File: config.mk
export PLATFORM = sky130hd
export DESIGN_NAME = led_blink_ctrl_flat
export DESIGN_NICKNAME = d
export VERILOG_FILES = /design/src/rtl/led_blink_pkg.sv /design/src/rtl/led_blink_ctrl_if.sv /design/src/rtl/blink_channel.sv /design/src/rtl/led_blink_ctrl.sv /design/src/flat_wrapper.sv
export SDC_FILE = /design/constraint.sdc
export NUM_CORES = 1
export LEC_CHECK = 0
export BUFFER_PORTS_ARGS = -buffer_cell sky130_fd_sc_hd__buf_2
export CORE_MARGIN = 3
export CORE_UTILIZATION = 51
export CTS_BUF_LIST = sky130_fd_sc_hd__clkbuf_8
export DETAILED_ROUTE_END_ITERATION = 7
export HOLD_SLACK_MARGIN = 0.02
export PLACE_DENSITY = 0.7
export SLEW_MARGIN = 5
export SYNTH_ARGS = -nofsm -noshare
export SYNTH_HDL_FRONTEND = slang
export SYNTH_SLANG_ARGS = --single-unit
File: constraint.sdc
create_clock -name clk -period 6.2 [get_ports clk]
set_clock_uncertainty 0.15 [all_clocks]
set_input_delay 0.93 -clock clk [delete_from_list [all_inputs] [get_ports clk]]
set_output_delay 0.93 -clock clk [all_outputs]
set_load 0.005 [all_outputs]
File: src/rtl/led_blink_pkg.sv
// Shared types and default constants for the multi-channel LED blinker.
package led_blink_pkg;

  // Default build-time configuration: three LEDs, 2.4 Hz blink at 48 MHz.
  localparam int DEF_NUM_CH       = 3;
  localparam int DEF_CNT_W        = 25;
  localparam int DEF_PCNT_W       = 8;
  localparam int DEF_DEFAULT_HALF = 10_000_000;

  // Per-channel operating mode, encoded to match the 2-bit cfg_mode field.
  typedef enum logic [1:0] {
    MODE_OFF   = 2'd0,
    MODE_ON    = 2'd1,
    MODE_BLINK = 2'd2,
    MODE_PULSE = 2'd3
  } blink_mode_e;

  // A channel is "active" whenever its counter is running.
  function automatic logic isActive(input blink_mode_e m);
    return (m == MODE_BLINK) || (m == MODE_PULSE);
  endfunction

endpackage

File: src/rtl/led_blink_ctrl_if.sv
// Configuration write port and LED status bundle for led_blink_ctrl.
interface led_blink_ctrl_if #(
  parameter int NUM_CH = 3,
  parameter int CNT_W  = 25,
  parameter int PCNT_W = 8
);
  localparam int CH_W = (NUM_CH > 1) ? $clog2(NUM_CH) : 1;

  logic              cfg_we;
  logic [CH_W-1:0]   cfg_ch;
  logic [1:0]        cfg_mode;
  logic [CNT_W-1:0]  cfg_half;
  logic [PCNT_W-1:0] cfg_count;
  logic              sync;
  logic [NUM_CH-1:0] led;
  logic [NUM_CH-1:0] done;
  logic              busy;

  // Controller side: drives configuration, observes LEDs.
  modport master (
    output cfg_we, cfg_ch, cfg_mode, cfg_half, cfg_count, sync,
    input  led, done, busy
  );

  // LED driver side: receives configuration, drives LEDs.
  modport slave (
    input  cfg_we, cfg_ch, cfg_mode, cfg_half, cfg_count, sync,
    output led, done, busy
  );
endinterface

File: src/rtl/blink_channel.sv
// One LED channel: mode register, half-period counter, phase bit and
// remaining-pulse counter, with registered led/done outputs.
module blink_channel
  import led_blink_pkg::*;
#(
  parameter int CNT_W        = DEF_CNT_W,
  parameter int PCNT_W       = DEF_PCNT_W,
  parameter int DEFAULT_HALF = DEF_DEFAULT_HALF
) (
  input  logic              clk,
  input  logic              reset_n,
  input  logic              we_i,
  input  blink_mode_e       mode_i,
  input  logic [CNT_W-1:0]  half_i,
  input  logic [PCNT_W-1:0] count_i,
  input  logic              sync_i,
  output logic              led_o,
  output logic              done_o,
  output logic              active_o
);

  blink_mode_e       mode_q, mode_d;
  logic [CNT_W-1:0]  half_q, half_d;
  logic [CNT_W-1:0]  cnt_q, cnt_d;
  logic              phase_q, phase_d;
  logic [PCNT_W-1:0] remain_q, remain_d;
  logic              led_q, led_d;
  logic              done_q, done_d;
  logic              atWrap;

  // The counter wraps on half-1 so a full period is exactly 2*half cycles.
  assign atWrap = (cnt_q == (half_q - CNT_W'(1)));

  // Next-state selection: a write beats sync, and sync beats a terminal count.
  always_comb begin
    mode_d   = mode_q;
    half_d   = half_q;
    cnt_d    = cnt_q;
    phase_d  = phase_q;
    remain_d = remain_q;
    done_d   = 1'b0;
    if (we_i) begin
      mode_d   = mode_i;
      half_d   = (half_i == '0) ? CNT_W'(1) : half_i;
      cnt_d    = '0;
      phase_d  = 1'b1;
      remain_d = count_i;
      if ((mode_i == MODE_PULSE) && (count_i == '0)) begin
        mode_d = MODE_OFF;
        done_d = 1'b1;
      end
    end else if (isActive(mode_q)) begin
      if (sync_i) begin
        cnt_d   = '0;
        phase_d = 1'b1;
      end else if (atWrap) begin
        cnt_d   = '0;
        phase_d = ~phase_q;
        if ((mode_q == MODE_PULSE) && phase_q) begin
          remain_d = remain_q - PCNT_W'(1);
          if (remain_q <= PCNT_W'(1)) begin
            remain_d = '0;
            mode_d   = MODE_OFF;
            done_d   = 1'b1;
          end
        end
      end else begin
        cnt_d = cnt_q + CNT_W'(1);
      end
    end else begin
      cnt_d = '0;
    end
  end

  // The LED level is derived from the next state so it can be registered.
  always_comb begin
    led_d = phase_d;
    case (mode_d)
      MODE_OFF: led_d = 1'b0;
      MODE_ON:  led_d = 1'b1;
      default:  led_d = phase_d;
    endcase
  end

  // State and output registers; reset reproduces the legacy free-running blinker.
  always_ff @(posedge clk or negedge reset_n) begin
    if (!reset_n) begin
      mode_q   <= MODE_BLINK;
      half_q   <= CNT_W'(DEFAULT_HALF);
      cnt_q    <= '0;
      phase_q  <= 1'b1;
      remain_q <= '0;
      led_q    <= 1'b1;
      done_q   <= 1'b0;
    end else begin
      mode_q   <= mode_d;
      half_q   <= half_d;
      cnt_q    <= cnt_d;
      phase_q  <= phase_d;
      remain_q <= remain_d;
      led_q    <= led_d;
      done_q   <= done_d;
    end
  end

  assign led_o    = led_q;
  assign done_o   = done_q;
  assign active_o = isActive(mode_q);

endmodule

File: src/rtl/led_blink_ctrl.sv
// Multi-channel LED driver: decodes configuration writes to channels and
// aggregates per-channel activity into busy.
module led_blink_ctrl
  import led_blink_pkg::*;
#(
  parameter int NUM_CH       = DEF_NUM_CH,
  parameter int CNT_W        = DEF_CNT_W,
  parameter int DEFAULT_HALF = DEF_DEFAULT_HALF,
  parameter int PCNT_W       = DEF_PCNT_W
) (
  input logic              clk,
  input logic              reset_n,
  led_blink_ctrl_if.slave  bus
);

  localparam int CH_W = (NUM_CH > 1) ? $clog2(NUM_CH) : 1;

  logic [NUM_CH-1:0] chWe;
  logic [NUM_CH-1:0] chActive;
  logic [NUM_CH-1:0] ledVec;
  logic [NUM_CH-1:0] doneVec;

  // One channel per LED; addresses beyond NUM_CH match no channel and are dropped.
  for (genvar i = 0; i < NUM_CH; i++) begin : g_ch
    assign chWe[i] = bus.cfg_we && (bus.cfg_ch == CH_W'(i));

    blink_channel #(
      .CNT_W        (CNT_W),
      .PCNT_W       (PCNT_W),
      .DEFAULT_HALF (DEFAULT_HALF)
    ) u_channel (
      .clk      (clk),
      .reset_n  (reset_n),
      .we_i     (chWe[i]),
      .mode_i   (blink_mode_e'(bus.cfg_mode)),
      .half_i   (bus.cfg_half),
      .count_i  (bus.cfg_count),
      .sync_i   (bus.sync),
      .led_o    (ledVec[i]),
      .done_o   (doneVec[i]),
      .active_o (chActive[i])
    );
  end

  assign bus.led  = ledVec;
  assign bus.done = doneVec;
  assign bus.busy = |chActive;

endmodule

File: src/flat_wrapper.sv
// flat-port wrapper written by rule: the top's interface ports become plain ports
module led_blink_ctrl_flat import led_blink_pkg::*;
#(
  parameter int NUM_CH       = DEF_NUM_CH,
  parameter int CNT_W        = DEF_CNT_W,
  parameter int DEFAULT_HALF = DEF_DEFAULT_HALF,
  parameter int PCNT_W       = DEF_PCNT_W
)
  (clk, reset_n, bus_cfg_we, bus_cfg_ch, bus_cfg_mode, bus_cfg_half, bus_cfg_count, bus_sync, bus_led, bus_done, bus_busy);
  led_blink_ctrl_if #(.NUM_CH(NUM_CH), .CNT_W(CNT_W), .PCNT_W(PCNT_W)) bus_i ();
  input logic clk;
  input logic reset_n;
  input wire logic [$bits(bus_i.cfg_we)-1:0] bus_cfg_we;
  input wire logic [$bits(bus_i.cfg_ch)-1:0] bus_cfg_ch;
  input wire logic [$bits(bus_i.cfg_mode)-1:0] bus_cfg_mode;
  input wire logic [$bits(bus_i.cfg_half)-1:0] bus_cfg_half;
  input wire logic [$bits(bus_i.cfg_count)-1:0] bus_cfg_count;
  input wire logic [$bits(bus_i.sync)-1:0] bus_sync;
  output wire logic [$bits(bus_i.led)-1:0] bus_led;
  output wire logic [$bits(bus_i.done)-1:0] bus_done;
  output wire logic [$bits(bus_i.busy)-1:0] bus_busy;
  assign bus_i.cfg_we = bus_cfg_we;
  assign bus_i.cfg_ch = bus_cfg_ch;
  assign bus_i.cfg_mode = bus_cfg_mode;
  assign bus_i.cfg_half = bus_cfg_half;
  assign bus_i.cfg_count = bus_cfg_count;
  assign bus_i.sync = bus_sync;
  assign bus_led = bus_i.led;
  assign bus_done = bus_i.done;
  assign bus_busy = bus_i.busy;
  led_blink_ctrl #(.NUM_CH(NUM_CH), .CNT_W(CNT_W), .DEFAULT_HALF(DEFAULT_HALF), .PCNT_W(PCNT_W)) u_core (.clk(clk), .reset_n(reset_n), .bus(bus_i));
endmodule
Word-level counts from Yosys, hierarchy flattened. Cells that the tools add are included.

$add $sub $neg: 9. Muxes and demuxes: 84. Eq/ne operators: 18. Bitwise logic cells: 3. Order comparisons: 3. Reductions and logical operators: 29.

Operator list (count): 25-bit two-way mux (13); 8-bit two-way mux (18); 25-bit by 1-bit adder with 25-bit output (second input constant) (3); 25-bit == test (3); 25-bit by 1-bit subtractor with 25-bit output (second input constant) (3); 2-bit two-way mux (19); 1-bit two-way mux (31); 25-bit zero test (1); 8-bit by 1-bit less-or-equal comparator with 1-bit output (second input constant) (3); 8-bit by 1-bit subtractor with 8-bit output (second input constant) (3); 2-bit nonzero test (9); 2-bit == test (second input constant) (8); 4-bit AND reduction (3); 2-bit by 1-bit == test with 1-bit output (second input constant) (4); 2-bit zero test (4); 8-bit zero test (1); 1-bit logical AND (7); 2-bit by 1-bit inequality test with 1-bit output (second input constant) (3); 1-bit case mux with 2 select lines (3); 1-bit logical OR (3); 1-bit NOT (3); 3-bit OR reduction (1).

Output and inout port bits: 7. Input port bits: 41. Logic and storage cells: 167. Bits in registers: 189.

Logic depth before layout (Yosys ltp).
Depth after elaboration: 9. Depth in mapped cells: 13. Mapped depth without buffers: 11.

Modules after synthesis. Synthesis repeated with hierarchy kept, for this count alone.

Cell total of the unflattened synthesis: 1212. Area, all modules: 11703.7 um^2.

Modules (own cells, without submodules): blink_channel (u_core.g_ch[0].u_channel ...) (cells an instance 404, times used 2, seq. area each 1590.3 um^2, area each 3903.7 um^2); blink_channel (u_core.g_ch[2].u_channel) (cells an instance 400, times used 1, seq. area each 1590.3 um^2, area each 3865.0 um^2); led_blink_ctrl (cells an instance 4, times used 1, seq. area each 0.0 um^2, area each 31.3 um^2).

Worst setup path before layout. OpenSTA, ideal clock, no wires.

Path kind: reg2reg. Start point: register u_core.g_ch[1].u_channel.half_q[10]. End point: register u_core.g_ch[1].u_channel.cnt_q[8]. Path buffers: 3. Arrival: 3.814 ns. Stages on the path, launching flop included: 13. Path slack: 2.117 ns. Setup time: 0.119 ns. Cells stage by stage: dfstp_2 -> buf_6 -> or4_1 -> or3_1 -> buf_2 -> or4_1 -> a211oi_1 -> or3b_1 -> or4_1 -> a2111o_1 -> nand2_1 -> buf_4 -> nor2_1.

Longest elaborated chain between the ends: 6.

RTL lines: start, declared (line blink_channel.sv:23) `logic [CNT_W-1:0] half_q, half_d;`; start signal, assigned (line blink_channel.sv:89) `half_q <= CNT_W'(DEFAULT_HALF);`; start signal, assigned (line blink_channel.sv:97) `half_q <= half_d;`; 25-bit by 1-bit subtractor with 25-bit output (line blink_channel.sv:32) `assign atWrap = (cnt_q == (half_q - CNT_W'(1)));`; 25-bit == test (line blink_channel.sv:32); 25-bit two-way mux (line blink_channel.sv:56) `end else if (atWrap) begin`; 25-bit two-way mux (line blink_channel.sv:53) `if (sync_i) begin`; 25-bit two-way mux (line blink_channel.sv:52) `end else if (isActive(mode_q)) begin`; 25-bit two-way mux (line blink_channel.sv:42) `if (we_i) begin`; net u_core.g_ch[1].u_channel.cnt_d[8] (line blink_channel.sv:24) `logic [CNT_W-1:0] cnt_q, cnt_d;`; end signal, assigned (line blink_channel.sv:98) `cnt_q <= cnt_d;`; end, declared (line blink_channel.sv:24).

The timed path passes the listed nets, and every way through them passes these cells. A chain may end at the register's enable or synchronous reset.

Worst setup path after layout.
Start point: register u_core.g_ch[2].u_channel.half_q[9]. End point: register u_core.g_ch[2].u_channel.cnt_q[2].

Longest elaborated chain between the ends: 6.

RTL lines (line): start, declared (blink_channel.sv:23); start signal, assigned (blink_channel.sv:89); start signal, assigned (blink_channel.sv:97); 25-bit by 1-bit subtractor with 25-bit output (blink_channel.sv:32); 25-bit == test (blink_channel.sv:32); 25-bit two-way mux (blink_channel.sv:56); 25-bit two-way mux (blink_channel.sv:53); 25-bit two-way mux (blink_channel.sv:52); 25-bit two-way mux (blink_channel.sv:42); net u_core.g_ch[2].u_channel.cnt_d[2] (blink_channel.sv:24); end signal, assigned (blink_channel.sv:98); end, declared (blink_channel.sv:24).

The timed path passes the listed nets, and every way through them passes these cells.

==> flow_metrics.py <==
metrics = {
    "run_status": {
        "status": "finished, final reports clean",
    },
    "cts": {
        "insertion_delay_ps": 470,
        "htreeDepth": 4,
        "path_clk_slew_ps": 100,
        "cts_inserted_buffers": 17,
        "cts_tree": "built",
        "cts_setup_buffers": 0,
        "cts_buffer_depth": 2,
        "cts.sinks": 189,
        "clock-root-buffer": "clkbuf_8",
        "cts_hold_buffers": 0,
        "cts_resized": 0,
    },
    "setup_path": {
        "cp.required_ps": 6370,
        "reg2reg_from": "u_core.g_ch[2].u_channel.half_q[9]",
        "reg2reg_to": "u_core.g_ch[2].u_channel.cnt_q[2]",
        "worstPathArrival_ps": 4830,
        "crit_type": "reg -> reg",
        "cp-start-kind": "register",
        "r2r_setup_slack_ps": 1540,
        "cp-end-kind": "register",
        "path_max_fanout": 25,
        "reg2reg_depth": 8,
    },
    "floorplanning": {
        "die-width_um": 156,
        "rows": 54,
        "die-area_um2": 24200,
        "io_pins": 48,
        "core-area_um2": 21900,
        "die_y_um": 156,
        "start_util": 0.521,
    },
    "logic_synthesis": {
        "ys_async_sr_fraction": 1.00,
        "syn_area_um2": 11400,
        "yosysSeqAreaShare": 0.418,
        "syn-num-nets": 1381,
        "syn_inst": 1328,
        "synth_top_family_by_area": "simple AND/OR/NAND/NOR gates",
        "yosys.area_share.adder": 0.0132,
        "avgSynthCellArea_um2": 8.59,
        "synthMuxAreaShare": 0.0308,
        "synth_ff_type": "dfrtp_1",
        "ys_warn_count": 0,
        "synth-edff-count": 0,
        "synthXorXnorAreaFrac": 0.129,
        "ys_ff_latch": 189,
        "synth.distinct_cells": 71,
        "yosys.area_share.simple": 0.286,
        "synth-compound-area-share": 0.0892,
    },
    "power": {
        "internal_power_mw": 2.03,
        "power_mw": 3.04,
        "pwr-share-clk": 0.269,
        "p_switching_mw": 1.01,
        "switching_share": 0.332,
        "peakVddDrop_v": 0.000188,
        "p_per_area_nw_per_um2": 249,
        "p_seq_frac": 0.513,
        "power_leakage_nw": 5.02,
        "power_frac_comb": 0.218,
    },
    "timing": {
        "setup_violations": 0,
        "setup_ws_ps": 1540,
        "drv_slew": 0,
        "rsz0062_at_grt": "false",
        "worstMarginPinSlew_ps": 1150,
        "finalSetupTns_ps": 0,
        "finalHoldViolations": 0,
        "min_period_ps": 4660,
        "fin_crit_sh": 0.751,
        "relSlewSlack": 0.225,
        "max_freq_mhz": 215,
    },
    "worst_hold_path": {
        "min_path_type": "reg -> reg",
        "whs_path_depth": 2,
        "hold_end": "u_core.g_ch[0].u_channel.half_q[10]",
        "min-delay-start": "u_core.g_ch[0].u_channel.half_q[10]",
    },
    "final_layout": {
        "diodes": 0,
        "final_common_cell": "nand2_1",
        "final_cell_mix": "nand2_1 (225), nor2_1 (175), dfrtp_1 (156)",
        "areaGrowthSynthToFinish_pct": 6.96,
        "layout-drive-gt1-share": 0.120,
        "finalNetCount": 1393,
    },
    "detailed_routing": {
        "wl_per_cell_um": 17.3,
        "initialDrtViolationCount": 772,
        "vias": 9565,
        "drc_errors": 0,
        "drt_first_pass_iters": 5,
        "drtAntennaViolNets": 0,
        "drt-vias-per-instance": 5.86,
        "drt_wl_total_um": 28200,
    },
    "run": {
        "cap_violations": 0,
    },
    "placement": {
        "gp_congestion": 0.949,
        "place.detailed.hpwl_um": 20500,
        "port_buffers": 47,
        "place_ws_ps": 1580,
    },
    "grt": {
        "grt_pass1_vias": 9105,
        "grt_max_degree": 82,
        "antenna_found_initial": 2,
        "grt_pass1_wl_um": 47400,
        "grtUsageTotal": 0.240,
        "grt_remaining_overflow": 0,
    },
}
synth_stat cells, types with 5 or more instances:
master	count	area, µm²
clkbuf_1	49	184
o31ai_1	7	52.6
a21oi_1	23	115
nor2_1	176	661
inv_1	26	97.6
nand3_1	57	285
and3_1	26	163
xor2_1	77	674
nand3b_1	7	52.6
or4_1	19	143
xnor2_1	89	780
nand2b_1	13	81.3
nand4b_1	6	52.6
buf_4	8	60.1
nand4_1	24	150
dfrtp_1	156	3900
mux2i_1	7	70.1
nor4b_1	5	43.8
o211ai_1	6	45.0
nor4_1	31	194
mux2_2	25	282
nor3b_1	6	45.0
ha_1	12	150
nand2_1	225	845
buf_1	6	22.5
or3_1	20	125
o22ai_1	6	37.5
o21ai_0	37	185
nor3_1	42	210
dfstp_2	33	867
nor2b_1	11	68.8
a31oi_1	22	138
through the flow:
step | hold WS (ps) | area [µm²] | std cells | util
2_1_floorplan | 300 | 11400 | 1328 | -
3_3_place_gp | 318 | 11800 | 1601 | 0.540
6_report | 331 | 12200 | 1633 | 0.558
5_1_grt | 355 | 12200 | 1633 | 0.558
4_1_cts | 331 | 12200 | 1633 | 0.558
3_5_place_dp | 324 | 11800 | 1601 | 0.540
flip-flops by register name (all words and copies together), names as in the netlist:
register / cells
u_core.g_ch.u_channel.phase_q: 3
u_core.g_ch.u_channel.led_o: 3
u_core.g_ch.u_channel.done_o: 3
u_core.g_ch.u_channel.remain_q: 24
u_core.g_ch.u_channel.mode_q: 6
u_core.g_ch.u_channel.cnt_q: 75
u_core.g_ch.u_channel.half_q: 75
cells by family (layout without fill, tap and decap cells):
kind of cell | after synthesis | in the layout
AOI/OAI and AO/OA | 152 | 152
xor gates and xnor gates | 167 | 167
adders and majority gates | 12 | 12
buffers and inverters | 91 | 116
DFF | 189 | 189
muxes | 32 | 32
and+or+nand+nor | 685 | 685
cell type report:
class,instances,area (µm²)
fill,2064,9680
sequential,189,4770
multi-input combinational,1048,6280
inverter,26,97.6
tap,280,350
timing repair buffer,58,327
clock buffer,17,234
clock inverter,15,146
per-layer routing:
metal  global-route usage  share of wire
met3               0.0433          0.065
met4               0.0554          0.015
met1                0.338           0.45
met5                    0        0.00046
met2                0.389           0.47
critical path, cell delays in order, from the launching register on:
cell     delay [ps]
dfstp_2         410
or4_1           540
nor4b_1         980
nand3_1         200
xnor2_1         190
or4_1           530
or4_1           660
nand3_1         700
nor2_1          140
power groups by stage:
stage | Combinational (mW) | Clock [mW] | Sequential, mW
after floorplan | 0.525 | 0 | 1.51
after global placement | 0.645 | 0 | 1.58
after detailed placement | 0.657 | 0 | 1.58
after CTS | 0.663 | 0.842 | 1.56
after global routing | 0.747 | 0.894 | 1.59
final | 0.664 | 0.819 | 1.56
worst max path at each step:
stage	depth (start not counted)	start	slack, ps	to
after floorplan	12	u_core.g_ch[1].u_channel.half_q[10]	2120	u_core.g_ch[1].u_channel.cnt_q[8]
after global placement	9	u_core.g_ch[1].u_channel.half_q[11]	1660	u_core.g_ch[1].u_channel.cnt_q[2]
after detailed placement	9	u_core.g_ch[1].u_channel.half_q[11]	1580	u_core.g_ch[1].u_channel.cnt_q[11]
after CTS	9	u_core.g_ch[1].u_channel.half_q[11]	1520	u_core.g_ch[1].u_channel.cnt_q[11]
after global routing	9	u_core.g_ch[1].u_channel.half_q[4]	1240	u_core.g_ch[1].u_channel.cnt_q[23]
final	8	u_core.g_ch[2].u_channel.half_q[9]	1540	u_core.g_ch[2].u_channel.cnt_q[2]
Note: power is estimated with default switching activity, not from simulation.
